<file path="config.mk">
export PLATFORM = sky130hd
export DESIGN_NAME = instrumentation_scan_ctrl
export DESIGN_NICKNAME = d
export VERILOG_FILES = /design/src/rtl/instrumentation_scan_ctrl.sv
export SDC_FILE = /design/constraint.sdc
export NUM_CORES = 1
export LEC_CHECK = 0
export BUFFER_PORTS_ARGS = -buffer_cell sky130_fd_sc_hd__clkbuf_2
export CORE_ASPECT_RATIO = 0.6
export CORE_MARGIN = 4
export CORE_UTILIZATION = 54
export CTS_BUF_LIST = sky130_fd_sc_hd__clkbuf_16
export DETAILED_ROUTE_END_ITERATION = 8
export GPL_ROUTABILITY_DRIVEN = 0
export PLACE_DENSITY = 0.79
export SYNTH_ARGS = -nofsm -noshare
export SYNTH_HDL_FRONTEND = slang
export SYNTH_SLANG_ARGS = --single-unit
</file>
<file path="constraint.sdc">
create_clock -name clk -period 3.22 [get_ports clk]
set_input_delay 0.161 -clock clk [delete_from_list [all_inputs] [get_ports clk]]
set_output_delay 0.161 -clock clk [all_outputs]
set_load 0.02 [all_outputs]
</file>
<file path="src/rtl/instrumentation_scan_ctrl.sv">
// Instrumentation scan controller: samples each channel over a req/valid
// handshake, compares against a snapshotted setpoint, applies the channel
// mode and publishes a registered trip vector with fail-safe timeouts.
module instrumentation_scan_ctrl #(
    parameter int unsigned NChannels = 3,
    parameter int unsigned TIMEOUT   = 255
) (
    input  logic                   clk,
    input  logic                   rst_n,
    input  logic                   start,
    input  logic [2*NChannels-1:0] mode,
    input  logic                   cfg_we,
    input  logic [1:0]             cfg_ch,
    input  logic [31:0]            cfg_data,
    output logic                   sensor_req,
    output logic [1:0]             sensor_ch,
    input  logic                   sensor_valid,
    input  logic [31:0]            sensor_data,
    output logic                   busy,
    output logic                   done,
    output logic [NChannels-1:0]   trip,
    output logic                   trip_valid,
    output logic [NChannels-1:0]   timeout_err
);

    typedef enum logic [1:0] {StIdle, StReq, StEval, StDone} state_e;

    state_e state_q, state_d;

    logic [31:0]            setpoint_q  [NChannels];
    logic [31:0]            sp_snap_q   [NChannels];
    logic [2*NChannels-1:0] mode_snap_q;
    logic [1:0]             idx_q;
    logic [7:0]             cnt_q;
    logic [31:0]            sample_q;
    logic                   timed_out_q;
    logic [NChannels-1:0]   pend_q;
    logic [NChannels-1:0]   trip_q;
    logic                   trip_valid_q;
    logic [NChannels-1:0]   timeout_err_q;

    logic [1:0]             ch_mode;
    logic [31:0]            ch_sp;
    logic                   sens_trip;
    logic                   ch_trip;
    logic                   last_ch;
    logic                   timeout_hit;
    logic [NChannels-1:0]   pend_next;

    // Per-channel evaluation from the snapshot; channel 0 mode sits in the MSBs.
    always_comb begin
        ch_mode = 2'b00;
        ch_sp   = 32'd0;
        for (int i = 0; i < NChannels; i++) begin
            if (idx_q == 2'(i)) begin
                ch_mode = mode_snap_q[2*(NChannels-1-i) +: 2];
                ch_sp   = sp_snap_q[i];
            end
        end
        if (timed_out_q) begin
            sens_trip = 1'b1;
        end else if (idx_q == 2'd2) begin
            // Saturation margin is a signed low-limit.
            sens_trip = $signed(sample_q) < $signed(ch_sp);
        end else begin
            sens_trip = sample_q > ch_sp;
        end
        ch_trip     = (ch_mode == 2'd2) | ((ch_mode == 2'd1) & sens_trip);
        last_ch     = (idx_q == 2'(NChannels - 1));
        timeout_hit = (cnt_q == 8'(TIMEOUT - 1));
        pend_next   = pend_q;
        for (int i = 0; i < NChannels; i++) begin
            if (idx_q == 2'(i)) begin
                pend_next[i] = ch_trip;
            end
        end
    end

    // State register.
    always_ff @(posedge clk or negedge rst_n) begin
        if (!rst_n) begin
            state_q <= StIdle;
        end else begin
            state_q <= state_d;
        end
    end

    // Next-state and handshake/status outputs.
    always_comb begin
        state_d    = state_q;
        sensor_req = 1'b0;
        busy       = 1'b1;
        done       = 1'b0;
        unique case (state_q)
            StIdle: begin
                busy = 1'b0;
                if (start) begin
                    state_d = StReq;
                end
            end
            StReq: begin
                sensor_req = 1'b1;
                // A valid in the final wait cycle wins over the timeout.
                if (sensor_valid || timeout_hit) begin
                    state_d = StEval;
                end
            end
            StEval: begin
                state_d = last_ch ? StDone : StReq;
            end
            StDone: begin
                done    = 1'b1;
                state_d = StIdle;
            end
            default: state_d = StIdle;
        endcase
    end

    // Setpoint bank, snapshot and scan datapath.
    always_ff @(posedge clk or negedge rst_n) begin
        if (!rst_n) begin
            for (int i = 0; i < NChannels; i++) begin
                setpoint_q[i] <= 32'd0;
                sp_snap_q[i]  <= 32'd0;
            end
            mode_snap_q   <= '0;
            idx_q         <= 2'd0;
            cnt_q         <= 8'd0;
            sample_q      <= 32'd0;
            timed_out_q   <= 1'b0;
            pend_q        <= '0;
            trip_q        <= '0;
            trip_valid_q  <= 1'b0;
            timeout_err_q <= '0;
        end else begin
            for (int i = 0; i < NChannels; i++) begin
                if (cfg_we && cfg_ch == 2'(i)) begin
                    setpoint_q[i] <= cfg_data;
                end
            end
            unique case (state_q)
                StIdle: begin
                    if (start) begin
                        // Write-first: a coincident config write joins this scan.
                        for (int i = 0; i < NChannels; i++) begin
                            sp_snap_q[i] <= (cfg_we && cfg_ch == 2'(i)) ? cfg_data
                                                                         : setpoint_q[i];
                        end
                        mode_snap_q   <= mode;
                        idx_q         <= 2'd0;
                        cnt_q         <= 8'd0;
                        pend_q        <= '0;
                        timeout_err_q <= '0;
                    end
                end
                StReq: begin
                    if (sensor_valid) begin
                        sample_q    <= sensor_data;
                        timed_out_q <= 1'b0;
                        cnt_q       <= 8'd0;
                    end else if (timeout_hit) begin
                        timed_out_q <= 1'b1;
                        cnt_q       <= 8'd0;
                        for (int i = 0; i < NChannels; i++) begin
                            if (idx_q == 2'(i)) begin
                                timeout_err_q[i] <= 1'b1;
                            end
                        end
                    end else begin
                        cnt_q <= cnt_q + 8'd1;
                    end
                end
                StEval: begin
                    pend_q <= pend_next;
                    if (last_ch) begin
                        // Publish on entry to DONE so trip and done appear together.
                        trip_q       <= pend_next;
                        trip_valid_q <= 1'b1;
                    end else begin
                        idx_q <= idx_q + 2'd1;
                    end
                end
                StDone: begin
                    idx_q <= 2'd0;
                end
                default: ;
            endcase
        end
    end

    assign sensor_ch   = idx_q;
    assign trip        = trip_q;
    assign trip_valid  = trip_valid_q;
    assign timeout_err = timeout_err_q;

endmodule

</file>
## Word level (Yosys, flattened, before mapping)

Cells that the tools add are included.

| word-level totals | value |
|---|---|
| output and inout port bits | 12 |
| register bits after elaboration | 253 |
| input port bits | 77 |
| logic and storage cells | 102 |

| cells by class | value |
|---|---|
| reduce and logical (&&, ||, !) cells | 22 |
| equal/unequal tests | 18 |
| $add $sub $neg | 2 |
| multiplexer cells | 38 |
| order comparisons | 2 |
| bitwise logic cells | 2 |

Operator list:

| operator | number |
|---|---|
| $mux 32 | 6 |
| $gt 32x32->1 | 1 |
| $lt 32x32->1 | 1 |
| $mux 8 | 3 |
| $mux 2 | 8 |
| $ne 2x2->1 const B | 8 |
| $pmux 8 s2 | 1 |
| $reduce_and 5->1 | 3 |
| $reduce_and 2->1 | 7 |
| $mux 1 | 13 |
| $pmux 3 s2 | 2 |
| $eq 2x2->1 const B | 5 |
| $mux 3 | 3 |
| $add 8x1->8 const B | 1 |
| $eq 2x1->1 const B | 4 |
| $eq 8x8->1 const B | 1 |
| $pmux 2 s4 | 1 |
| $logic_not 2->1 | 3 |
| $pmux 2 s3 | 1 |
| $reduce_bool 2->1 | 3 |
| $logic_and 1x1->1 | 3 |
| $reduce_and 3->1 | 1 |
| $reduce_bool 3->1 | 1 |
| $add 2x1->2 const B | 1 |
| other kinds (3) | 3 |

## Longest topological paths before layout

| logic depth | value |
|---|---|
| word-level depth | 11 |
| gate-level depth with buffers | 17 |
| gate-level depth less buffers | 15 |

## Worst setup path after synthesis

No wires, ideal clock.

| path | value |
|---|---|
| path type | flip-flop to flip-flop |
| start | register idx_q[0] (netlist: sensor_ch[0]) |
| end | register trip_q[0] (netlist: trip[0]) |
| arrival | 3.496 ns |
| library setup time | 0.131 ns |
| buffers on the path | 2 |
| stages on the path, launching flop included | 18 |
| slack | -0.407 ns |
| cell sequence | dfrtp_1 > inv_1 > ha_1 > nor2b_1 > clkbuf_1 > clkbuf_1 > a22oi_1 > nor2_1 > a21oi_1 > ha_1 > a211oi_2 > nor2_1 > a2111o_1 > o311ai_2 > and4_2 > nor3_2 > nor3b_1 > o31ai_1 |

| on the way | value |
|---|---|
| word-level cells in the longest chain between the ends | 10 |

Ends and longest elaborated chain:

| what | RTL line | source |
|---|---|---|
| start, declared | 33 | `logic [1:0] idx_q;` |
| start signal, assigned | 180 | `idx_q <= idx_q + 2'd1;` |
| $logic_not 2->1 | 55, 73 |  |
| $mux 32 (3 in a row) | 55 | `if (idx_q == 2'(i)) begin` |
| $gt 32x32->1 / $lt 32x32->1 (equally long branches) | 66, 64 |  |
| $mux 1 | 62 | `end else if (idx_q == 2'd2) begin` |
| $mux 1 | 60 | `if (timed_out_q) begin` |
| $and 1x1->1 | 68 | `ch_trip = (ch_mode == 2'd2) \| ((ch_mode == 2'd1) & sens_trip);` |
| $or 1x1->1 | 68 |  |
| $mux 1 | 73 | `if (idx_q == 2'(i)) begin` |
| end signal, assigned | 177 | `trip_q <= pend_next;` |
| end, declared | 38 | `logic [NChannels-1:0] trip_q;` |

Parallel ways exist; a longest one is shown, timed or not.
A chain may end at the register's enable or synchronous reset.

## Final worst setup path

Ends and elaborated chain as after synthesis.

==> flow_metrics.py <==
metrics = {
    "logic_synthesis": {
        "yosysSeqAreaShare_pct": 57.6,
        "synth_edf_count": 0,
        "synth_top_flop_cell": "sky130_fd_sc_hd__dfrtp_1",
        "yosysWarningCount": 0,
        "post_synth_inst_count": 1026,
        "synthesis.nets": 1140,
        "synth.cell_area_um2": 10900,
        "synthArstFlopShare_pct": 100,
        "synth_seq_cells": 252,
        "yosys.cell_types.count": 41,
        "synthesis.area_per_instance_um2": 10.7,
    },
    "clock_network": {
        "cts.reportedPaths.clkPinSlew_ns": 0.06,
        "cts_buffer_depth": 3,
        "cts_tree": "yes",
        "clk-insertion-delay-late_ns": 0.50,
        "clkSinkCount": 252,
        "cts_buffers": 23,
        "clk_root_buffer_cell": "sky130_fd_sc_hd__clkbuf_16",
        "clock_tree.htree_level_count": 1,
    },
    "worst_setup_path": {
        "cp_data_required_time_ns": 3.60,
        "worst-endpoint-arrival_ns": 3.85,
        "critical_path.startpoint_type": "register",
        "critical_path.max_fanout": 17,
        "kind_of_end_point_of_the_critical_path": "register",
        "timing.setup.critical_path_class": "register to register",
    },
    "floorplan": {
        "ioPinCount": 89,
        "die-height_um": 118,
        "floorplan.initialDensity_pct": 54.8,
        "die_x_um": 192,
        "placementRows": 40,
        "total_die_area_um2": 22700,
        "coreArea_um2": 20000,
    },
    "finish": {
        "finalCoreUtilization_pct": 67.6,
        "register_area_um2": 6310,
        "antennaDiodeCount": 0,
        "final_net_count": 1315,
        "area_delta_synth_final_pct": 23.4,
        "layout_commonest_cell": "sky130_fd_sc_hd__nand2_1",
        "multi_input_logic_area_um2": 4570,
        "highest_count_cells_in_the_layout_ignoring_fill_and_taps": "sky130_fd_sc_hd__nand2_1 (328), sky130_fd_sc_hd__dfrtp_1 (250), sky130_fd_sc_hd__mux2_2 (128), sky130_fd_sc_hd__clkbuf_2 (87), sky130_fd_sc_hd__dlygate4sd3_1 (72)",
        "drive_above_1_share_pct": 27.0,
        "count_of_filler_cells_inserted_in_the_layout": 1504,
    },
    "worst_hold_path": {
        "hold_class": "primary input to register",
    },
    "timing": {
        "report.final.setup_viol": 5,
        "max_freq_mhz": 288,
        "hold_viol": 0,
        "fin_ws_ns": -0.248,
        "worst_slew_margin_rel_pct": 44.0,
        "rsz0062_at_grt": "true",
        "worst_pin_slew_ns": 0.839,
        "period_minus_slack_ns": 3.47,
        "timing.clock.skew_ns": 0.00987,
        "setup_tns_ns": -1.13,
        "drv_slew": 0,
        "post-route-period-util_pct": 108,
    },
    "global_routing": {
        "grt_antenna_before_repair": 0,
        "grt_overflow": 0,
        "first_pass_grt_wire_length_mm": 42.7,
        "largest_net_degree_at_the_start_of_global_routing": 111,
        "first_global_vias": 8227,
        "grt_util_all_layers_pct": 22.9,
    },
    "placement": {
        "detailedPlace.worstSlack_ns": -0.310,
        "place.port_buffers": 88,
        "detailed_place_hpwl_mm": 16.4,
    },
    "outcome": {
        "failed_checks": "setup timing",
        "outcome": "complete, but fails checks",
    },
    "drt": {
        "drt-pass1-iter-count": 5,
        "post_route_drc_violation_count": 0,
        "routed-via-count": 8079,
        "routed_wire_length_mm": 25.6,
        "drt-initial-drc-count": 472,
        "per_cell_routed_wire_length_um": 17.2,
        "route.detailed.vias_per_inst": 5.42,
        "antenna_nets_post_route": 0,
    },
    "power_and_ir_drop": {
        "power.density_nw_per_um2": 929,
        "power.ir.vdd_worst_uv": 494,
        "leakage_power_total_nw": 6.54,
    },
    "flow_run": {
        "cap_viol_max_count": 0,
    },
}
[worst max-delay path, stage by stage, from the launching register on]
cell	delay, ns
sky130_fd_sc_hd__dfrtp_2	0.45
sky130_fd_sc_hd__inv_2	0.09
sky130_fd_sc_hd__ha_4	0.13
sky130_fd_sc_hd__nor2b_4	0.17
sky130_fd_sc_hd__buf_12	0.17
sky130_fd_sc_hd__a22oi_1	0.08
sky130_fd_sc_hd__nor2_1	0.13
sky130_fd_sc_hd__a21oi_1	0.06
sky130_fd_sc_hd__ha_1	0.32
sky130_fd_sc_hd__a21oi_1	0.19
sky130_fd_sc_hd__o21ai_2	0.10
sky130_fd_sc_hd__a2111o_1	0.36
sky130_fd_sc_hd__o311ai_2	0.21
sky130_fd_sc_hd__buf_4	0.19
sky130_fd_sc_hd__and4_4	0.25
sky130_fd_sc_hd__nor3_4	0.06
sky130_fd_sc_hd__nor3b_2	0.27
sky130_fd_sc_hd__o31ai_1	0.11
[through the flow]
| stage | hold WS (ns) | instances | instance area [um2] | power (mW) |
|---|---|---|---|---|
| after floorplan | -0.135 | 1026 | 11000 | 8.03 |
| after global placement | 0.277 | 1375 | 12000 | 9.33 |
| after detailed placement | 0.279 | 1375 | 12000 | 9.56 |
| after CTS | 0.105 | 1490 | 13500 | 12.5 |
| after global routing | 0.148 | 1490 | 13500 | 13.5 |
| final | 0.123 | 1490 | 13500 | 12.5 |
[layer usage]
metal / vias to the layer above / share of wire (%) / global-route usage (%)
met3: 35 / 5.7 / 4.63
li1: 3810 / - / -
met4: 0 / 1.6 / 4.30
met1: 4013 / 48 / 34.8
met2: 221 / 45 / 34.8
met5: - / 0 / 0
[layout make-up]
class | count | area share [%]
clock buffers | 23 | 4.26
repair buffers | 203 | 11.5
flip-flops and latches | 252 | 46.7
multi-input cells | 714 | 33.8
well taps | 273 | 2.53
clock inverters | 18 | 0.982
inverters | 7 | 0.195
[flip-flops by register name (all words and copies together) (netlist names)]
| register | flops |
|---|---|
| cnt_q | 8 |
| timeout_err | 3 |
| sp_snap_q | 96 |
| trip_valid | 1 |
| sample_q | 32 |
| sensor_ch | 2 |
| state_q | 2 |
| trip | 3 |
| setpoint_q | 96 |
| pend_q | 2 |
| timed_out_q | 1 |
| mode_snap_q | 6 |
[where the power goes]
part           total (mW)  internal (mW)  leakage [nW]  switching [mW]
Sequential           4.96           4.26          3.08           0.700
Clock                2.61           1.46         0.361            1.15
Combinational        4.98           2.18          3.09            2.80
[final timing paths]
kind                                         endpoint                       start  depth (start not counted)  slack (ns)
hold reg to reg            mode_snap_q[2]$_DFFE_PN0P_  mode_snap_q[2]$_DFFE_PN0P_                          2        0.48
setup reg to reg                  trip[0]$_DFFE_PN0P_    sensor_ch[0]$_DFFE_PN0P_                         17       -0.25
hold / removal               sensor_ch[1]$_DFFE_PN0P_                       start                          4        0.12
max in group asynchronous    setpoint_q[50]$_DFF_PN0_                       rst_n                          3        2.02
min in group asynchronous    setpoint_q[40]$_DFF_PN0_                       rst_n                          2        0.34
setup / recovery                  trip[0]$_DFFE_PN0P_    sensor_ch[0]$_DFFE_PN0P_                         17       -0.25
[kinds of logic after synthesis]
group	share of synthesized area, %
and+or+nand+nor	15.8
AOI/OAI and AO/OA	6.72
buffers and inverters	2.15
adders and majority gates	4.23
DFF	57.6
xor gates and xnor gates	0.240
muxes	13.3
[synthesized netlist by cell type (4+ instances only)]
library cell | n | area [um2]
sky130_fd_sc_hd__a21oi_1 | 53 | 265
sky130_fd_sc_hd__a22oi_1 | 33 | 248
sky130_fd_sc_hd__buf_1 | 13 | 48.8
sky130_fd_sc_hd__clkbuf_1 | 39 | 146
sky130_fd_sc_hd__dfrtp_1 | 252 | 6310
sky130_fd_sc_hd__ha_1 | 37 | 463
sky130_fd_sc_hd__inv_1 | 7 | 26.3
sky130_fd_sc_hd__mux2_2 | 128 | 1440
sky130_fd_sc_hd__nand2_1 | 329 | 1230
sky130_fd_sc_hd__nand3_1 | 14 | 70.1
sky130_fd_sc_hd__nand4_1 | 7 | 43.8
sky130_fd_sc_hd__nor2_1 | 47 | 176
sky130_fd_sc_hd__nor3_1 | 4 | 20.0
sky130_fd_sc_hd__o21ai_0 | 16 | 80.1
sky130_fd_sc_hd__o31ai_1 | 6 | 45.0
[what timing repair did]
item / 4_1_cts / 5_1_grt
setup endpoints to repair: 5 / 5
pin swaps: 5 / 2
buffers inserted: 2 / 0
hold buffers: 72 / 0
hold endpoints to repair: 239 / 0
gates resized for setup: 14 / 8
(Power assumes the default switching activity.)
